## config.mk

```make
export PLATFORM = sky130hd
export DESIGN_NAME = sevenseg_scan_driver
export DESIGN_NICKNAME = d
export VERILOG_FILES = /design/src/rtl/seg_pkg.sv /design/src/rtl/seg_pattern_lut.sv /design/src/rtl/sevenseg_scan_driver.sv
export SDC_FILE = /design/constraint.sdc
export NUM_CORES = 1
export LEC_CHECK = 0
export CELL_PAD_IN_SITES_DETAIL_PLACEMENT = 2
export CELL_PAD_IN_SITES_GLOBAL_PLACEMENT = 2
export CORE_UTILIZATION = 32
export DETAILED_ROUTE_END_ITERATION = 12
export GPL_ROUTABILITY_DRIVEN = 1
export GPL_TIMING_DRIVEN = 0
export PLACE_DENSITY_LB_ADDON = 0.1
export SYNTH_ARGS = -nofsm -noshare
export SYNTH_HDL_FRONTEND = slang
export SYNTH_SLANG_ARGS = --single-unit
```

## constraint.sdc

```tcl
create_clock -name clk -period 2.2 [get_ports clk]
set_clock_uncertainty 0.1 [all_clocks]
set_input_delay 0.22 -clock clk [delete_from_list [all_inputs] [get_ports clk]]
set_output_delay 0.22 -clock clk [all_outputs]
set_load 0.02 [all_outputs]
```

## src/rtl/seg_pkg.sv

```systemverilog
// Shared constants for the seven-segment display blocks: active-high segment
// patterns (bit0=a .. bit6=g), slot phase type and an index-width helper.
package seg_pkg;

  localparam int SEG_W = 7;

  localparam logic [SEG_W-1:0] SEG_0     = 7'b0111111;
  localparam logic [SEG_W-1:0] SEG_1     = 7'b0000110;
  localparam logic [SEG_W-1:0] SEG_2     = 7'b1011011;
  localparam logic [SEG_W-1:0] SEG_3     = 7'b1001111;
  localparam logic [SEG_W-1:0] SEG_4     = 7'b1100110;
  localparam logic [SEG_W-1:0] SEG_5     = 7'b1101101;
  localparam logic [SEG_W-1:0] SEG_6     = 7'b1111101;
  localparam logic [SEG_W-1:0] SEG_7     = 7'b0000111;
  localparam logic [SEG_W-1:0] SEG_8     = 7'b1111111;
  localparam logic [SEG_W-1:0] SEG_9     = 7'b1101111;
  localparam logic [SEG_W-1:0] SEG_A     = 7'b1110111;
  localparam logic [SEG_W-1:0] SEG_B     = 7'b1111100;
  localparam logic [SEG_W-1:0] SEG_C     = 7'b0111001;
  localparam logic [SEG_W-1:0] SEG_D     = 7'b1011110;
  localparam logic [SEG_W-1:0] SEG_E     = 7'b1111001;
  localparam logic [SEG_W-1:0] SEG_F     = 7'b1110001;
  localparam logic [SEG_W-1:0] SEG_BLANK = 7'b0000000;

  // Guard cycles keep every select off while the segment bus settles.
  typedef enum logic {
    PH_GUARD  = 1'b0,
    PH_ACTIVE = 1'b1
  } slot_phase_e;

  function automatic int idx_width(input int n);
    return (n < 2) ? 1 : $clog2(n);
  endfunction

endpackage

```

## src/rtl/seg_pattern_lut.sv

```systemverilog
// Combinational 4-bit code to active-high seven-segment pattern.
// Codes 10..15 decode to A..F only when HEX_MODE is set, otherwise blank.
module seg_pattern_lut
  import seg_pkg::*;
#(
  parameter bit HEX_MODE = 1'b0
) (
  input  logic [3:0]       code_i,
  output logic [SEG_W-1:0] pattern_o
);

  always_comb begin
    case (code_i)
      4'h0:    pattern_o = SEG_0;
      4'h1:    pattern_o = SEG_1;
      4'h2:    pattern_o = SEG_2;
      4'h3:    pattern_o = SEG_3;
      4'h4:    pattern_o = SEG_4;
      4'h5:    pattern_o = SEG_5;
      4'h6:    pattern_o = SEG_6;
      4'h7:    pattern_o = SEG_7;
      4'h8:    pattern_o = SEG_8;
      4'h9:    pattern_o = SEG_9;
      4'hA:    pattern_o = HEX_MODE ? SEG_A : SEG_BLANK;
      4'hB:    pattern_o = HEX_MODE ? SEG_B : SEG_BLANK;
      4'hC:    pattern_o = HEX_MODE ? SEG_C : SEG_BLANK;
      4'hD:    pattern_o = HEX_MODE ? SEG_D : SEG_BLANK;
      4'hE:    pattern_o = HEX_MODE ? SEG_E : SEG_BLANK;
      default: pattern_o = HEX_MODE ? SEG_F : SEG_BLANK;
    endcase
  end

endmodule

```

## src/rtl/sevenseg_scan_driver.sv

```systemverilog
// Multiplexed N-digit seven-segment driver: shadow register, slot counter and
// digit index, leading-zero mask, and registered segment/dp/select outputs.
module sevenseg_scan_driver
  import seg_pkg::*;
#(
  parameter int N_DIGITS    = 4,
  parameter int REFRESH_DIV = 50000,
  parameter int GUARD       = 2,
  parameter int HEX_MODE    = 0,
  parameter int BLANK_LZ    = 1,
  parameter int ACTIVE_LOW  = 1
) (
  input  logic                  clk,
  input  logic                  rst,
  input  logic                  load,
  input  logic [4*N_DIGITS-1:0] value,
  input  logic [N_DIGITS-1:0]   dp_in,
  input  logic                  enable,
  output logic [SEG_W-1:0]      segments,
  output logic                  dp,
  output logic [N_DIGITS-1:0]   digit_sel
);

  localparam int IDX_W = idx_width(N_DIGITS);
  localparam int CNT_W = idx_width(REFRESH_DIV);

  localparam logic [CNT_W-1:0] CNT_LAST  = CNT_W'(REFRESH_DIV - 1);
  localparam logic [CNT_W-1:0] CNT_GUARD = CNT_W'(GUARD);
  localparam logic [IDX_W-1:0] IDX_LAST  = IDX_W'(N_DIGITS - 1);

  // XOR masks: the inactive level of each output, which also converts an
  // active-high pattern to the pin polarity.
  localparam logic                POL     = (ACTIVE_LOW != 0);
  localparam logic [SEG_W-1:0]    SEG_OFF = {SEG_W{POL}};
  localparam logic [N_DIGITS-1:0] SEL_OFF = {N_DIGITS{POL}};

  logic [4*N_DIGITS-1:0] shadow_val_q, shadow_val_d;
  logic [N_DIGITS-1:0]   shadow_dp_q,  shadow_dp_d;
  logic [CNT_W-1:0]      cnt_q,        cnt_d;
  logic [IDX_W-1:0]      idx_q,        idx_d;
  logic [SEG_W-1:0]      seg_q,        seg_d;
  logic                  dp_q,         dp_d;
  logic [N_DIGITS-1:0]   sel_q,        sel_d;

  logic [N_DIGITS-1:0] lz_mask;
  logic [N_DIGITS-1:0] sel_hot;
  logic [3:0]          cur_code;
  logic                cur_dp;
  logic                cur_blank;
  logic [SEG_W-1:0]    lut_pattern;
  logic [SEG_W-1:0]    disp_pattern;
  slot_phase_e         phase;

  // Digit i>0 is blank while it and everything above it are zero.
  always_comb begin
    logic all_zero;
    // NOTE: every combinational output gets a default before any branch so
    // no path leaves it unassigned and no latch is inferred.
    lz_mask  = '0;
    all_zero = 1'b1;
    for (int i = N_DIGITS - 1; i >= 1; i--) begin
      all_zero   = all_zero & (shadow_val_q[4*i +: 4] == 4'h0);
      lz_mask[i] = all_zero & (BLANK_LZ != 0);
    end
  end

  always_comb begin
    cur_code  = 4'h0;
    cur_dp    = 1'b0;
    cur_blank = 1'b0;
    sel_hot   = '0;
    for (int i = 0; i < N_DIGITS; i++) begin
      if (idx_q == IDX_W'(i)) begin
        cur_code   = shadow_val_q[4*i +: 4];
        cur_dp     = shadow_dp_q[i];
        cur_blank  = lz_mask[i];
        sel_hot[i] = 1'b1;
      end
    end
  end

  seg_pattern_lut #(
    .HEX_MODE (HEX_MODE != 0)
  ) u_lut (
    .code_i    (cur_code),
    .pattern_o (lut_pattern)
  );

  assign phase        = (cnt_q >= CNT_GUARD) ? PH_ACTIVE : PH_GUARD;
  assign disp_pattern = cur_blank ? SEG_BLANK : lut_pattern;

  always_comb begin
    shadow_val_d = load ? value : shadow_val_q;
    shadow_dp_d  = load ? dp_in : shadow_dp_q;
    cnt_d        = cnt_q;
    idx_d        = idx_q;
    seg_d        = SEG_OFF;
    dp_d         = POL;
    sel_d        = SEL_OFF;

    if (enable) begin
      if (cnt_q == CNT_LAST) begin
        cnt_d = '0;
        idx_d = (idx_q == IDX_LAST) ? '0 : idx_q + 1'b1;
      end else begin
        cnt_d = cnt_q + 1'b1;
      end
      // Segments and dp carry the digit through its guard cycles; only the
      // select waits for the active phase.
      seg_d = disp_pattern ^ SEG_OFF;
      dp_d  = cur_dp ^ POL;
      sel_d = ((phase == PH_ACTIVE) ? sel_hot : '0) ^ SEL_OFF;
    end
  end

  // NOTE: sequential state is written only with non-blocking assignments so
  // every register samples pre-edge values regardless of statement order.
  always_ff @(posedge clk or posedge rst) begin
    if (rst) begin
      shadow_val_q <= '0;
      shadow_dp_q  <= '0;
      cnt_q        <= '0;
      idx_q        <= '0;
      seg_q        <= SEG_OFF;
      dp_q         <= POL;
      sel_q        <= SEL_OFF;
    end else begin
      shadow_val_q <= shadow_val_d;
      shadow_dp_q  <= shadow_dp_d;
      cnt_q        <= cnt_d;
      idx_q        <= idx_d;
      seg_q        <= seg_d;
      dp_q         <= dp_d;
      sel_q        <= sel_d;
    end
  end

  assign segments  = seg_q;
  assign dp        = dp_q;
  assign digit_sel = sel_q;

endmodule
```

Word-level counts from Yosys, hierarchy flattened --
Memories as Yosys holds them, arrays and structs flattened. Cells that the tools add are included.
Storage, ports and cells: register bits 50, bits in read-only memories 112, input port bits 24, output and inout bits 12, memories kept 1
Memories:
- (no name shown) | words 16, bits a word 7, read ports 1, clocked after Yosys merged registers in 0, write ports 0, RTL line seg_pattern_lut.sv:13 | case (code_i)
Operators by class: add/subtract/negate cells 2, $lt $le $gt $ge 1, equal/unequal tests 4, multiplexer cells 23, bitwise gates (word level) 5, reduce and logical (&&, ||, !) cells 5
Operators by type and width (count):
- two-way mux 4 bit | 6
- adder 16 x 1 -> 16 bit (second input constant) | 1
- == test 16 bit (second input constant) | 1
- >= comparator 16 x 2 -> 1 bit (second input constant) | 1
- two-way mux 16 bit | 1
- two-way mux 7 bit | 2
- two-way mux 1 bit | 13
- logical NOT 4 bit | 3
- inverter 7 bit | 1
- == test 2 bit (second input constant) | 2
- inverter 4 bit | 1
- adder 2 x 1 -> 2 bit (second input constant) | 1
- bitwise AND 1 bit | 2
- == test 2 x 1 -> 1 bit (second input constant) | 1
- logical NOT 2 bit | 1
- two-way mux 2 bit | 1
- AND reduction 2 bit | 1
- inverter 1 bit | 1

Logic depth before layout (Yosys ltp) --
Gate-level depths: netlist of run 1.
depth after elaboration 9, mapped depth 10, gate-level depth less buffers 9

Hierarchy --
From an unflattened synthesis of run 1, not the netlist that was laid out.
Second synthesis, totals: cells, all modules 222, area total of the unflattened synthesis 2562.5 sq um
Modules (own cells, without submodules):
- sevenseg_scan_driver | times used 1, cells an instance 194, area an instance 2342.2 sq um
- seg_pattern_lut | times used 1, cells an instance 28, area an instance 220.2 sq um

Worst setup path after synthesis of run 1 --
OpenSTA, ideal clock, no wires.
path kind reg2reg, start register idx_q[0], end register seg_q[4] (netlist: segments[4]), library setup time 0.082 ns, data arrival time 2.135 ns, required time 2.018 ns, path slack -0.117 ns, cell stages (with the launch flop) 9, path buffers 1, cell sequence dfrtp_1 > ha_1 > buf_2 > nand3b_1 > a221oi_2 > inv_1 > ha_1 > mux2_2 > a22oi_1
Between the ends: word-level cells in the longest chain between the ends 9, elaborated cells on any way between the ends 15
Ends and longest elaborated chain:
- start, declared | RTL line sevenseg_scan_driver.sv:40 | logic [IDX_W-1:0] idx_q, idx_d;
- start signal, assigned | RTL line sevenseg_scan_driver.sv:131 | idx_q <= idx_d;
- logical NOT 2 bit | RTL line sevenseg_scan_driver.sv:73 | if (idx_q == IDX_W'(i)) begin
- two-way mux 4 bit (4 in series) | RTL line sevenseg_scan_driver.sv:73
- memory read (16 x 7 bit)
- two-way mux 7 bit * | RTL line sevenseg_scan_driver.sv:90 | assign disp_pattern = cur_blank ? SEG_BLANK : lut_pattern;
- inverter 7 bit (no source line) *
- two-way mux 7 bit * | RTL line sevenseg_scan_driver.sv:101 | if (enable) begin
- net seg_d[4] | RTL line sevenseg_scan_driver.sv:41 | logic [SEG_W-1:0] seg_q, seg_d;
- end signal, assigned | RTL line sevenseg_scan_driver.sv:132 | seg_q <= seg_d;
- end, declared | RTL line sevenseg_scan_driver.sv:41
The timed path passes the listed nets; every way through them passes the cells marked *. A chain may end at the register's enable or synchronous reset.

Final worst setup path of run 1 --
start register idx_q[1], end register seg_q[4] (netlist: segments[4])
Same word-level chain as after synthesis.

==> impl_results.md, run 1 <==
* Row count at 32
* Synth warnings at 0
* PnR worst setup slack at -129 ps
* RSZ-0062 raised after global routing: yes
* Vias per cell at 4.99
* Fin cells at 389
* Worst EP arrival at 2470 ps
* Post-route cell area at 3520 µm²
* Cell Area, Placed at 3050 µm²
* Area contributors post-synth: dfrtp_1, dfstp_2, mux2_2
* R2R Path End: segments[4]$_DFF_PP1_
* Die area at 8290 µm²
* Critical path cell sequence: buf_4 -> ha_2 -> buf_8 -> nor3b_2 -> a211o_1 -> buf_4 -> ha_4 -> mux2_4 -> a22oi_2
* Crit path time final at 2330 ps
* Final hold violations at 0
* Reg power frac at 49.0%
* CP max-delay cell: dfrtp_1
* Final setup vio count at 5
* Core ar. at 7690 µm²
* Boundary pin count at 36
* GPL Wtd Cong at 0.766
* Worst Hold Class: primary input to async pin
* Synth top area share at 37.5%
* Status: finished with violations
* Layout cells sized above 1 at 36.2%
* Commonest non-fill, non-tap cell in the layout: dfrtp_1
* Starting DRC count in detailed routing at 34
* First-pass GRT wire length at 10,900 µm
* Most frequent cells in the layout: dfrtp_1, clkdlybuf4s50_1, mux2_2
* Failing checks: negative setup slack
* DR vias at 1,941
* Initial antenna violation count at 0
* Reg2Reg Setup Slack at -130 ps
* Synth-to-Final Area Change at 38.8%
* Clk_lat worst skew at 310 ps
* Clock root buffer: clkbuf_8
* Final nets at 321
* Placed cells at 361
* Max FO, Critical Path at 10
* Psw at 778 µW
* Antenna Nets Post-Route at 0
* Crit-path most repeated cell: buf_4
* Port buffer count at 35
* Static Leak at 0.00142 µW
* Total routed wirelength at 7010 µm
* Die X at 91.0 µm
* Int Pwr at 1630 µW
* CTS clk-pin slew, worst paths at 100 ps
* Seq cells post-synth at 50
* Vias in the first global route at 2,051
* Cts bufs inserted at 5
* Max_slew headroom at 64.4%
* Syn nets at 258
* F_max at 0.429 GHz
* DRC Markers at 0
* Clk sinks at 50
* Crit share post-route at 106%
* R2R cell count at 9
* Sequential share of the synthesized area at 49.9%
* Max-slew violations at 0
* Least-Margin Pin Slew at 534 ps
* Ant diodes at 0
* Yosys cell types at 41
* Crit path kind: register to register
* Initial Util at 33.0%
* DP HPWL at 4610 µm
* CTS tree: done
* Critical path's largest stage delay at 440 ps
* Area leader, netlist: dfrtp_1
* Max Cap Viol at 0
* Overflow after GRT at 0
* Die H at 91.0 µm
* RR Startpoint: idx_q[1]$_DFFE_PP0P_
* Mapped Cells at 223
* GRT Util Overall at 17.0%
* H-tree depth at 2
* Largest net degree at the start of global routing at 39
* Drt pass-1 iters at 4
* Worst setup SP type: register
* Switch share at 32.4%
* # fillers at 797
* Post-synthesis cell area at 2540 µm²
* Critical Path End Type: register
* Clock Path Buffers at 2
* Routed len/inst at 18.0 µm
* Power share of the clock group at 23.8%
* Pwr Density at 683 nW/µm²
* WP data required at 2340 ps
* Syn Area/Cell at 11.4 µm²
* Logic pwr share at 27.2%
* Max IR drop VDD at 0.000484 V
[power groups by stage]
stage,clock (µW),combinational (µW),sequential [µW]
floorplan,0,335,1190
global placement,0,541,1180
detailed placement,0,562,1190
CTS,593,607,1180
global route,624,720,1200
finish,571,654,1180
[how the worst max path moves through the flow]
stage | slack (ps) | to | startpoint | depth (start not counted)
after floorplan | 40 | segments[4]$_DFF_PP1_ | idx_q[1]$_DFFE_PP0P_ | 9
after global placement | -390 | shadow_val_q[5]$_DFFE_PP0P_ | rst | 2
after detailed placement | -260 | segments[4]$_DFF_PP1_ | idx_q[1]$_DFFE_PP0P_ | 9
after CTS | -3 | segments[5]$_DFF_PP1_ | idx_q[1]$_DFFE_PP0P_ | 9
after global routing | -210 | segments[4]$_DFF_PP1_ | idx_q[0]$_DFFE_PP0P_ | 8
final | -130 | segments[4]$_DFF_PP1_ | idx_q[1]$_DFFE_PP0P_ | 9
[kinds of logic after synthesis]
kind of cell               Yosys count  synth area share [%]
AOI/OAI and AO/OA                   31                  9.67
xor gates and xnor gates            15                  5.18
adders and majority gates           11                  5.43
buffers and inverters               21                  3.45
DFF                                 50                  49.9
muxes                               24                  10.7
and+or+nand+nor                     71                  15.7
[per-stage QoR]
step                power (µW)  util [%]  hold WS [ps]  TNS [ps]  setup slack [ps]
CTS                       2380      43.8          80.6     -4.52             -3.04
detailed placement        1750      39.7           406     -1170              -258
global route              2540      45.8          88.3      -943              -213
global placement          1720      39.5           380    -15760              -393
floorplan                 1530         -           241         0              35.8
finish                    2400      45.8          72.4      -354              -129
[area by class of cell]
class,instances,area (µm²),share of cell area (%)
clock buffer,7,86.3,2.45
buffer,8,65.1,1.85
timing repair buffer,56,532,15.1
sequential,50,1270,36.0
multi-input combinational,152,1390,39.4
inverter,13,48.8,1.39
clock inverter,1,5.00,0.142
tap,102,128,3.62
[critical path, delay by kind of cell, from the launching register on]
kind                     cells  cell delay [ps]
buffers and inverters        3              490
AO/OA/AOI/OAI                2              450
flip-flops                   1              440
multiplexers                 1              260
AND/OR/NAND/NOR              1              150
adder cells (fa/ha/maj)      2              350
[metal layers]
metal	track usage, %	routed length (µm)
met1	23.9	3300
met2	26.3	3460
met3	3.43	172
met4	4.76	84
met5	0	0
[synthesized netlist by cell type, drive strengths merged]
library cell and instances:
a2111oi 1, a211o 1, a211oi 7, a21oi 5, a221o 1, a221oi 3, a22oi 3, and3 1
buf 8, dfrtp 38, dfstp 12, ha 11, inv 13, mux2 21, mux2i 3, nand2 15
nand3 8, nand3b 4, nand4 5, nor2 14, nor2b 4, nor3 4, nor3b 6, nor4 9
o21a 1, o21ai 5, o31a 1, o31ai 1, o41ai 2, or4b 1, xnor2 9, xor2 6
[timing repair]
item                       in CTS  in global routing
setup buffers                  15                  6
setup endpoints to repair       8                  7
hold buffers                    0                  0
pin swaps                       7                  6
gates resized for setup        26                 25
[sequential cells by signal, indices dropped and copies added, names as in the netlist]
name          count
cnt_q            16
idx_q             2
segments          7
digit_sel         4
dp                1
shadow_dp_q       4
shadow_val_q     16
Power figures use the tool's default switching activity.
==> run 2: changes to the inputs <==
Settings changed: GPL_TIMING_DRIVEN 0 to not set.
==> impl_results.md, run 2 (same netlist as run 1, synthesis figures left out) <==
* Switch share at 31.9%
* H-tree depth at 2
* Layout cells sized above 1 at 29.9%
* Clock Path Buffers at 2
* Post-CTS Hold Fix Bufs at 0
* First-pass GRT wire length at 10,600 µm
* Initial antenna violation count at 0
* Starting DRC count in detailed routing at 36
* Commonest non-fill, non-tap cell in the layout: dfrtp_1
* Least-Margin Pin Slew at 425 ps
* Most frequent cells in the layout: dfrtp_1, clkdlybuf4s50_1, mux2_2
* Max layer used: met4
* Worst EP arrival at 2290 ps
* Clk_lat worst skew at 300 ps
* Fin Setup TNS at 0 ps
* Power share of the clock group at 22.9%
* DR vias at 1,911
* Routed len/inst at 17.1 µm
* Final nets at 312
* Register area at 1270 µm²
* Reg power frac at 50.9%
* Crit path time final at 2160 ps
* Logic pwr share at 26.2%
* PnR worst setup slack at 36.2 ps
* Final core occ at 43.2%
* Total routed wirelength at 6490 µm
* Pre-CTS setup slack at -54.1 ps
* WP data required at 2320 ps
* Max IR drop VDD at 0.000468 V
* Worst Hold Class: primary input to async pin
* Static Leak at 0.00135 µW
* Max-slew violations at 0
* RSZ-0062 raised after global routing: yes
* F_max at 0.462 GHz
* Int Pwr at 1580 µW
* Core ar. at 7690 µm²
* WL met2 at 3080 µm
* Pwr Density at 700 nW/µm²
* WL met3 at 141 µm
* Crit share post-route at 98.4%
* GRT Util Overall at 16.2%
* Die X at 91.0 µm
* Overflow after GRT at 0
* DRC Markers at 0
* Vias per cell at 5.03
* Multi-input logic area at 1280 µm²
* GPL Wtd Cong at 0.759
* Port buffer count at 35
* Clk sinks at 50
* Largest net degree at the start of global routing at 51
* CTS clk-pin slew, worst paths at 90 ps
* Status: finished clean
* Max FO, Critical Path at 12
* Die area at 8290 µm²
* Max_slew headroom at 71.6%
* Antenna Nets Post-Route at 0
* WL met1 at 3200 µm
* CTS tree: done
* Vias in the first global route at 1,996
* Crit path kind: register to register
* Worst hold slack at 173 ps
* Worst setup SP type: register
* Die H at 91.0 µm
* Row count at 32
* Drt pass-1 iters at 4
* Synth-to-Final Area Change at 30.9%
* Psw at 741 µW
* Ant diodes at 0
* Critical Path End Type: register
* Boundary pin count at 36
* # fillers at 810
* Cts bufs inserted at 5
* Final hold violations at 0
* Initial Util at 33.0%
* DP HPWL at 4630 µm
* Clock root buffer: clkbuf_8
* Final setup vio count at 0
* Max Cap Viol at 0
-- run 2: repair_timing --
action / in CTS / in global routing
buffers inserted: 1 / 5
endpoints found under the setup margin: 6 / 7
gates cloned: 0 / 0
pin swaps: 1 / 3
resized for setup: 7 / 12
-- run 2: per-layer routing --
metal	vias up	track usage [%]
li1	903	-
met1	971	22.5
met2	30	26.1
met3	7	3.02
met4	0	4.23
met5	-	0
-- run 2: area by class of cell --
class	count	share of cell area [%]
clock buffers	7	2.30
clock inverters	1	0.226
repair buffers	55	15.4
inverters	13	1.54
multi-input cells	152	38.4
well taps	102	3.84
flip-flops and latches	50	38.2
-- run 2: through the flow --
step                power (µW)  instances  cell area (µm²)
global placement          1770        366             3110
CTS                       2350        375             3230
finish                    2320        380             3320
floorplan                 1530        223             2550
detailed placement        1790        366             3110
global route              2450        380             3320
-- run 2: final timing paths --
path | startpoint | endpoint | slack [ps] | depth (start not counted)
setup / recovery | idx_q[0]$_DFFE_PP0P_ | segments[4]$_DFF_PP1_ | 40 | 7
hold / removal | rst | cnt_q[13]$_DFFE_PP0P_ | 170 | 3
setup reg to reg | idx_q[0]$_DFFE_PP0P_ | segments[4]$_DFF_PP1_ | 40 | 7
hold reg to reg | cnt_q[5]$_DFFE_PP0P_ | cnt_q[5]$_DFFE_PP0P_ | 400 | 1
max in group asynchronous | rst | digit_sel[0]$_DFF_PP1_ | 1530 | 3
min in group clk | value[14] | shadow_val_q[14]$_DFFE_PP0P_ | 400 | 3
-- run 2: power by group through the flow --
stage,sequential [µW],clock (µW),combinational [µW]
after floorplan,1190,0,335
after global placement,1200,0,574
after detailed placement,1200,0,593
after CTS,1180,559,604
after global routing,1200,580,669
final,1180,533,608
-- run 2: worst max-delay path, stage by stage (launching register included) --
cell and delay, ps:
dfrtp_2 470, ha_2 290, buf_4 180, a221oi_4 340
inv_2 90, ha_2 190, mux2_2 280, a22oi_2 150
